$ cat src/rtl/mem_access_unit_if.sv
// Request/response and data-memory signal bundle for mem_access_unit.
// slave: the load/store unit; master: the CPU datapath plus data memory that surround it.
interface mem_access_unit_if;
  logic        req_valid;
  logic        req_ready;
  logic        req_write;
  logic [1:0]  req_size;
  logic        req_signed;
  logic [31:0] req_addr;
  logic [31:0] req_wdata;
  logic        resp_done;
  logic [31:0] resp_rdata;
  logic        resp_err;
  logic [31:0] mem_addr;
  logic        mem_read_control;
  logic        write_data_control;
  logic [31:0] mem_wdata;
  logic [31:0] mem_rdata;

  modport slave (
    input  req_valid, req_write, req_size, req_signed, req_addr, req_wdata, mem_rdata,
    output req_ready, resp_done, resp_rdata, resp_err,
    output mem_addr, mem_read_control, write_data_control, mem_wdata
  );

  modport master (
    output req_valid, req_write, req_size, req_signed, req_addr, req_wdata, mem_rdata,
    input  req_ready, resp_done, resp_rdata, resp_err,
    input  mem_addr, mem_read_control, write_data_control, mem_wdata
  );
endinterface

$ cat src/rtl/mem_access_unit.sv
// Byte/halfword/word load-store unit in front of a word-indexed data memory.
// Define MEM_ACCESS_MISALIGN_EN to reject misaligned halfword/word accesses.
module mem_access_unit #(
  parameter int unsigned DEPTH = 128
) (
  input logic              clk,
  input logic              rst,
  mem_access_unit_if.slave bus
);

  typedef enum logic [1:0] {StIdle, StRd, StWr, StDone} state_e;

  state_e      state_q, state_d;
  logic        write_q;
  logic [1:0]  size_q;
  logic        signed_q;
  logic [31:0] addr_q;
  logic [31:0] wdata_q;
  logic [31:0] buf_q;
  logic [31:0] rdata_q;
  logic        err_q;

  logic        req_err;
  logic [31:0] load_shift;
  logic [31:0] load_data;
  logic [31:0] merged;

  always_comb begin
    req_err = (bus.req_size == 2'b11) || ({2'b00, bus.req_addr[31:2]} >= DEPTH);
`ifdef MEM_ACCESS_MISALIGN_EN
    if ((bus.req_size == 2'b01) && bus.req_addr[0]) req_err = 1'b1;
    if ((bus.req_size == 2'b10) && (bus.req_addr[1:0] != 2'b00)) req_err = 1'b1;
`endif
  end

  always_comb begin
    state_d = state_q;
    unique case (state_q)
      StIdle: begin
        if (bus.req_valid) begin
          if (req_err) begin
            state_d = StDone;
          end else if (bus.req_write && (bus.req_size == 2'b10)) begin
            state_d = StWr;
          end else begin
            state_d = StRd;
          end
        end
      end
      StRd:    state_d = write_q ? StWr : StDone;
      StWr:    state_d = StDone;
      StDone:  state_d = StIdle;
      default: state_d = StIdle;
    endcase
  end

  // Low offset bits beyond the access size are ignored, which forces alignment.
  always_comb begin
    unique case (size_q)
      2'b00:   load_shift = bus.mem_rdata >> {addr_q[1:0], 3'b000};
      2'b01:   load_shift = bus.mem_rdata >> {addr_q[1], 4'b0000};
      default: load_shift = bus.mem_rdata;
    endcase
    unique case (size_q)
      2'b00:   load_data = {{24{signed_q & load_shift[7]}}, load_shift[7:0]};
      2'b01:   load_data = {{16{signed_q & load_shift[15]}}, load_shift[15:0]};
      default: load_data = load_shift;
    endcase
  end

  always_comb begin
    merged = buf_q;
    unique case (size_q)
      2'b00:   merged[{addr_q[1:0], 3'b000} +: 8] = wdata_q[7:0];
      2'b01:   merged[{addr_q[1], 4'b0000} +: 16] = wdata_q[15:0];
      default: merged = wdata_q;
    endcase
  end

  assign bus.req_ready          = (state_q == StIdle);
  assign bus.resp_done          = (state_q == StDone);
  assign bus.resp_err           = (state_q == StDone) && err_q;
  assign bus.resp_rdata         = rdata_q;
  assign bus.mem_addr           = {2'b00, addr_q[31:2]};
  // Gated by rst so a reset landing mid-transaction can never commit a write.
  assign bus.mem_read_control   = (state_q == StRd) && !rst;
  assign bus.write_data_control = (state_q == StWr) && !rst;
  assign bus.mem_wdata          = (state_q == StWr) ? merged : 32'h0;

  always_ff @(posedge clk) begin
    if (rst) begin
      state_q  <= StIdle;
      write_q  <= 1'b0;
      size_q   <= 2'b00;
      signed_q <= 1'b0;
      addr_q   <= 32'h0;
      wdata_q  <= 32'h0;
      buf_q    <= 32'h0;
      rdata_q  <= 32'h0;
      err_q    <= 1'b0;
    end else begin
      state_q <= state_d;
      if ((state_q == StIdle) && bus.req_valid) begin
        write_q  <= bus.req_write;
        size_q   <= bus.req_size;
        signed_q <= bus.req_signed;
        addr_q   <= bus.req_addr;
        wdata_q  <= bus.req_wdata;
        err_q    <= req_err;
      end
      if (state_q == StRd) begin
        buf_q <= bus.mem_rdata;
        if (!write_q) rdata_q <= load_data;
      end
    end
  end

endmodule

$ cat src/flat_wrapper.sv
// flat-port wrapper written by rule: the top's interface ports become plain ports
module mem_access_unit_flat 
#(
  parameter int unsigned DEPTH = 128
)
  (clk, rst, bus_req_valid, bus_req_write, bus_req_size, bus_req_signed, bus_req_addr, bus_req_wdata, bus_mem_rdata, bus_req_ready, bus_resp_done, bus_resp_rdata, bus_resp_err, bus_mem_addr, bus_mem_read_control, bus_write_data_control, bus_mem_wdata);
  mem_access_unit_if bus_i ();
  input logic clk;
  input logic rst;
  input wire logic [$bits(bus_i.req_valid)-1:0] bus_req_valid;
  input wire logic [$bits(bus_i.req_write)-1:0] bus_req_write;
  input wire logic [$bits(bus_i.req_size)-1:0] bus_req_size;
  input wire logic [$bits(bus_i.req_signed)-1:0] bus_req_signed;
  input wire logic [$bits(bus_i.req_addr)-1:0] bus_req_addr;
  input wire logic [$bits(bus_i.req_wdata)-1:0] bus_req_wdata;
  input wire logic [$bits(bus_i.mem_rdata)-1:0] bus_mem_rdata;
  output wire logic [$bits(bus_i.req_ready)-1:0] bus_req_ready;
  output wire logic [$bits(bus_i.resp_done)-1:0] bus_resp_done;
  output wire logic [$bits(bus_i.resp_rdata)-1:0] bus_resp_rdata;
  output wire logic [$bits(bus_i.resp_err)-1:0] bus_resp_err;
  output wire logic [$bits(bus_i.mem_addr)-1:0] bus_mem_addr;
  output wire logic [$bits(bus_i.mem_read_control)-1:0] bus_mem_read_control;
  output wire logic [$bits(bus_i.write_data_control)-1:0] bus_write_data_control;
  output wire logic [$bits(bus_i.mem_wdata)-1:0] bus_mem_wdata;
  assign bus_i.req_valid = bus_req_valid;
  assign bus_i.req_write = bus_req_write;
  assign bus_i.req_size = bus_req_size;
  assign bus_i.req_signed = bus_req_signed;
  assign bus_i.req_addr = bus_req_addr;
  assign bus_i.req_wdata = bus_req_wdata;
  assign bus_i.mem_rdata = bus_mem_rdata;
  assign bus_req_ready = bus_i.req_ready;
  assign bus_resp_done = bus_i.resp_done;
  assign bus_resp_rdata = bus_i.resp_rdata;
  assign bus_resp_err = bus_i.resp_err;
  assign bus_mem_addr = bus_i.mem_addr;
  assign bus_mem_read_control = bus_i.mem_read_control;
  assign bus_write_data_control = bus_i.write_data_control;
  assign bus_mem_wdata = bus_i.mem_wdata;
  mem_access_unit #(.DEPTH(DEPTH)) u_core (.clk(clk), .rst(rst), .bus(bus_i));
endmodule
$ cat config.mk
export PLATFORM = sky130hd
export DESIGN_NAME = mem_access_unit_flat
export DESIGN_NICKNAME = d
export VERILOG_FILES = /design/src/rtl/mem_access_unit_if.sv /design/src/rtl/mem_access_unit.sv /design/src/flat_wrapper.sv
export SDC_FILE = /design/constraint.sdc
export NUM_CORES = 1
export LEC_CHECK = 0
export ABC_AREA = 1
export ABC_CLOCK_PERIOD_IN_PS = 2550
export CAP_MARGIN = 0
export CORE_MARGIN = 2
export CORE_UTILIZATION = 48
export DETAILED_ROUTE_END_ITERATION = 10
export GPL_TIMING_DRIVEN = 0
export HOLD_SLACK_MARGIN = 0.1
export PLACE_DENSITY = 0.81
export SETUP_SLACK_MARGIN = 0.4
export SYNTH_ARGS = -nofsm -noshare
export SYNTH_HDL_FRONTEND = slang
export SYNTH_SLANG_ARGS = --single-unit
$ cat constraint.sdc
create_clock -name clk -period 2.55 [get_ports clk]
set_clock_uncertainty 0.05 [all_clocks]
set_input_delay 0.3825 -clock clk [delete_from_list [all_inputs] [get_ports clk]]
set_output_delay 0.3825 -clock clk [all_outputs]
set_load 0.01 [all_outputs]
# Word-level counts from Yosys, hierarchy flattened

Cells that the tools add are included.

Latch bits: 0
Output and inout bits: 101
Memories kept: 0
Bits in writable memories: 0
Logic and storage cells: 49
Bits in registers: 135
Memory bits (read-only): 0
Input bits: 103

Divide/modulo/power cells: 0
Multipliers: 0
Mux-type cells: 11
Magnitude comparators: 1
Eq/ne operators: 7
Shift-type cells: 6
Bitwise gates (word level): 3
Reductions and logical operators: 10
Add/subtract/negate cells: 2

Operator list:

| kind                                                   | count |
|---|---|
| one-hot mux 32 bit (2 select lines)                    | 3 |
| bitwise mux 32 bit                                     | 2 |
| right shift 32 x 5 -> 32 bit                           | 2 |
| two-way mux 32 bit                                     | 1 |
| variable shift 16 x 7 -> 32 bit (first input constant) | 1 |
| variable shift 8 x 7 -> 32 bit (first input constant)  | 1 |
| variable part select 16 x 7 -> 32 bit                  | 1 |
| variable part select 8 x 7 -> 32 bit                   | 1 |
| >= comparator 30 x 8 -> 1 bit (second input constant)  | 1 |
| negator 5 -> 7 bit                                     | 2 |
| equality test 2 bit (second input constant)            | 4 |
| one-hot mux 2 bit (4 select lines)                     | 1 |
| two-way mux 2 bit                                      | 3 |
| logical AND 1 bit                                      | 5 |
| equality test 2 x 1 -> 1 bit (second input constant)   | 2 |
| logical NOT 2 bit                                      | 2 |
| bitwise AND 1 bit                                      | 2 |
| != test 2 bit (second input constant)                  | 1 |
| AND reduction 2 bit                                    | 1 |
| logical NOT 1 bit                                      | 1 |
| logical OR 1 bit                                       | 1 |
| two-way mux 1 bit                                      | 1 |
| inverter 1 bit                                         | 1 |

# Logic depth before layout (Yosys ltp)

Depth in word-level cells: 6
Depth in mapped cells: 12
Gate-level depth less buffers: 10

# Worst setup path before layout

No wires, ideal clock.

Path kind: register -> output
Start: register u_core.addr_q[1]
End: output port bus_mem_wdata[0]
Stages on the path, launching flop included: 8
Required time: 2.118 ns
Setup slack: 0.086 ns
Arrival time: 2.031 ns
Path through: dfxtp_1 > inv_2 > buf_2 > clkbuf_1 > ha_1 > nor3_2 > a21oi_1 > nor3_1

Longest elaborated chain between the ends: 5
Elaborated cells between the ends (all ways): 10

RTL lines:

| element                                                       | RTL line                                     | source |
|---|---|---|
| from (decl)                                                   | mem_access_unit.sv:17                        | `logic [31:0] addr_q;` |
| from (signal assigned)                                        | mem_access_unit.sv:107                       | `addr_q <= bus.req_addr;` |
| negator 5 -> 7 bit, on equally long branches                  | mem_access_unit.sv:75, mem_access_unit.sv:74 |  |
| variable part select 16 x 7 -> 32 bit (tied with other cells) | mem_access_unit.sv:75                        | `2'b01: merged[{addr_q[1], 4'b0000} +: 16] = wdata_q[15:0];` |
| bitwise mux 32 bit, on equally long branches                  | mem_access_unit.sv:75, mem_access_unit.sv:74 |  |
| one-hot mux 32 bit (2 select lines) (*)                       | mem_access_unit.sv:73                        | `unique case (size_q)` |
| two-way mux 32 bit (*)                                        | mem_access_unit.sv:88                        | `assign bus.mem_wdata = (state_q == StWr) ? merged : 32'h0;` |
| to (decl)                                                     | flat_wrapper.sv:24                           | `output wire logic [$bits(bus_i.mem_wdata)-1:0] bus_mem_wdata;` |

Every way passes the cells marked *; elsewhere a longest branch is shown, timed or not.

# Worst setup path in the final report

Start: register u_core.addr_q[1]
End: output port bus_mem_wdata[15]

Same word-level chain as after synthesis.

==> key figures <==
Timing
  – Final Max Slew Viols: 0
  – Fmax: 376 MHz
  – Post-Route Setup TNS: -0.847 ns
  – RSZ-0062 raised after global routing: yes
  – Worst Tran Pin Value: roughly 0.66 ns
  – Hold WS: 0.427 ns
  – Worst slew margin: 56.1%
  – Crit share post-route: 104%
  – Fin crit period: 2.66 ns
  – Final count of hold timing violations: 0
  – Setup ws final: -0.108 ns
  – Final Setup Violations: 20

Critical path
  – Maximum fanout along the worst path: 8
  – WP buf/inv: 4
  – CP Capture Type: output port
  – Top delay family on crit path: buffers and inverters
  – CP max stage cell: dfxtp_4
  – Reg2reg setup slack: ~0.62 ns
  – Kind of critical path: flop to output port
  – CP peak stage delay: 0.38 ns
  – Worst R2R Path Depth: 7
  – Startpoint types: flop
  – Worst reg2reg path startpoint: u_core.state_q[0]
  – WP depth: 9
  – Reg2reg end: u_core.addr_q[10]
  – Cell Chain, Critical Path: inv_6 -> buf_6 -> clkbuf_16 -> ha_4 -> nand2_2 -> o22ai_1 -> nand2_1 -> a31oi_2 -> buf_2
  – CP arrival: between 2 and 2.5 ns
  – Crit path capture: bus_mem_wdata[15]
  – Worst EP required: 2.12 ns
  – Crit path from: u_core.addr_q[1]

Clocking
  – CTS Buf Count: 17
  – H-tree levels: 4
  – Root buffer cell: clkbuf_16
  – Post-CTS Hold Fix Bufs: 0
  – CTS tree: done
  – Clock buffer depth: 2
  – Reg clk slew, reported paths: roughly 0.06 ns
  – Clk_lat worst skew: 0.43 ns
  – Clk sink count: around 140

Synthesis
  – Post-Syn Area: 7060 um2
  – Largest cells by area after synthesis: dfxtp_1 38%, nor2_1 11%, o21ai_0 10%
  – Top cell type's share of synthesized area: 38.3%
  – Area leader, netlist: dfxtp_1
  – Most instantiated library cell after synthesis: nor2_1
  – FF+latch count, synth: around 140
  – Synth cell types: 34
  – Synth cell count leaders: 205 x nor2_1, 146 x o21ai_0, 135 x dfxtp_1
  – Post-synthesis sequential area ratio: 38.3%
  – Post-synth top flop: dfxtp_1
  – Yosys Warn Count: 0
  – Avg Cell Area, Syn: 6.81 um2
  – Instance count of the mapped netlist: 1036
  – Ys async rst share: 0%
  – Post-synth EDFFs: 0

Pwr
  – P_sw: 3.85 mW
  – Logic pwr share: 43.4%
  – P per Cell Area: between 900 and 1000 nW/um2
  – Static leakage: 4.35 nW
  – Sw frac: 38.8%
  – Reg power frac: 30.6%
  – Total Power: 9.93 mW
  – Peak supply drop: 0.000656 V
  – Clock Power Share: roughly a quarter
  – Internal: 6.08 mW

Placed design
  – HPWL Detailed: 18900 um
  – Final GP Congestion: 0.981
  – Port Buf Inserts: 201
  – Post-Place Worst Slack: -0.321 ns
  – Cell Area, Placed: ~9400 um2

Finish
  – Seq. cell area: 2710 um2
  – Synthesis-to-finish area growth: 46.9%
  – Nets: ~1400
  – Finished Cell Area: 10400 um2
  – ANT cells: 0
  – Filler cells: roughly 1200
  – Fraction of layout cells with a size suffix above 1: 18.6%
  – Area of the multi-input gates: 3840 um2

Drt
  – Total iterations of the first detailed-routing run: 6
  – Initial DRC Count: 889
  – Wire length per cell after detailed routing: 17.6 um
  – Via count: 8210
  – Vias per cell: 5.59
  – Routed Antenna Nets: 0
  – DRT Wirelength: 25900 um
  – Residual DRC: 0

Status
  – Failing checks: setup timing
  – Status: complete, but fails checks

Die
  – Die width: 125 um
  – Initial Util: about 49%
  – Area of the core: 14400 um2
  – DIE HEIGHT: about 130 um
  – Rows: 44
  – IO Count: 204
  – Die area: around 16000 um2

GRT
  – Initial antenna violation count: 1
  – GR Util All Layers: a little under a third
  – Grt ovf: 0
  – Vias in the first global route: 7471
  – First-pass GRT wire length: 39200 um
  – Pin count of the biggest net entering global routing: 17

Min path
  – Hold Path Class: flop to flop

Flow run
  – Max Cap Viol: 0
[worst min path at each step]
stage	cells past startpoint	endpoint	start
finish	2	u_core.err_q	u_core.err_q
global route	2	u_core.write_q	u_core.write_q
CTS	2	u_core.write_q	u_core.write_q
detailed placement	2	u_core.write_q	u_core.write_q
global placement	2	u_core.write_q	u_core.write_q
floorplan	2	u_core.write_q	u_core.write_q
[sequential cells by signal (all words and copies together) (netlist names)]
register and count:
u_core.size_q 2, u_core.buf_q 32, u_core.write_q 1, u_core.wdata_q 32
u_core.bus.resp_rdata 32, u_core.state_q 2, u_core.err_q 1, u_core.signed_q 1
u_core.addr_q 32
[area by class of cell]
| cell class | instances | share of cell area, % |
|---|---|---|
| multi-input combinational | 719 | 37.0 |
| sequential | 135 | 26.1 |
| timing repair buffer | 215 | 19.0 |
| buffer | 102 | 6.42 |
| clock buffer | 19 | 4.37 |
| inverter | 82 | 3.14 |
| tap | 184 | 2.22 |
| clock inverter | 13 | 1.62 |
| timing repair inverter | 1 | 0.0483 |
[cells by family (layout without fill, tap and decap cells)]
logic type                 Yosys count  in the layout  share of synthesized area, %
DFF                                135            135                          38.3
buffers and inverters              184            432                          12.2
AOI/OAI and AO/OA                  319            319                          24.6
other                                1              2                        0.0531
and+or+nand+nor                    388            389                          23.3
adders and majority gates            9              9                          1.60
[tightest hold or removal path: cells and delay by family (launching register included)]
kind,cells,cell delay [ns]
AND/OR/NAND/NOR,1,0.06
flip-flops,1,0.31
AO/OA/AOI/OAI,1,0.06
[metrics by stage]
stage | std cells | utilization [%]
2_1_floorplan | 1037 | -
3_3_place_gp | 1422 | 65.1
3_5_place_dp | 1422 | 65.1
4_1_cts | 1464 | 70.2
5_1_grt | 1470 | 71.9
6_report | 1470 | 71.9
[timing repair]
action	4_1_cts	5_1_grt
setup endpoints to repair	35	72
cloned	2	1
setup buffers	8	5
pin swaps	37	25
resized for setup	189	57
[per-layer routing]
| metal | track usage [%] | routed length, um | vias up |
|---|---|---|---|
| li1 | - | - | 3889 |
| met1 | 41.7 | 10900 | 3795 |
| met2 | 50.8 | 11900 | 457 |
| met3 | 7.87 | 2430 | 69 |
| met4 | 11.0 | 667 | 0 |
| met5 | 0 | 0 | - |
[power groups by stage]
stage | clock, mW | sequential, mW | combinational (mW)
floorplan | 0 | 2.99 | 2.35
global placement | 0 | 3.03 | 3.82
detailed placement | 0 | 3.04 | 3.86
CTS | 2.59 | 3.00 | 4.05
global route | 2.70 | 3.09 | 4.65
finish | 2.58 | 3.04 | 4.30
[placed cells by master, fill, tap and decap left out, drive strengths merged, types with 10 or more instances in the layout]
cell type / netlist / layout
a21oi: 97 / 97
buf: 57 / 103
nor3: 10 / 10
clkbuf: 45 / 66
a22oi: 13 / 13
o22ai: 25 / 25
o211ai: 17 / 17
inv: 80 / 84
o21ai: 147 / 147
nand2: 134 / 134
nand3: 33 / 33
a31oi: 19 / 19
clkdlybuf4s50: 0 / 166
nor2: 208 / 209
dfxtp: 135 / 135
(Power assumes the default switching activity.)
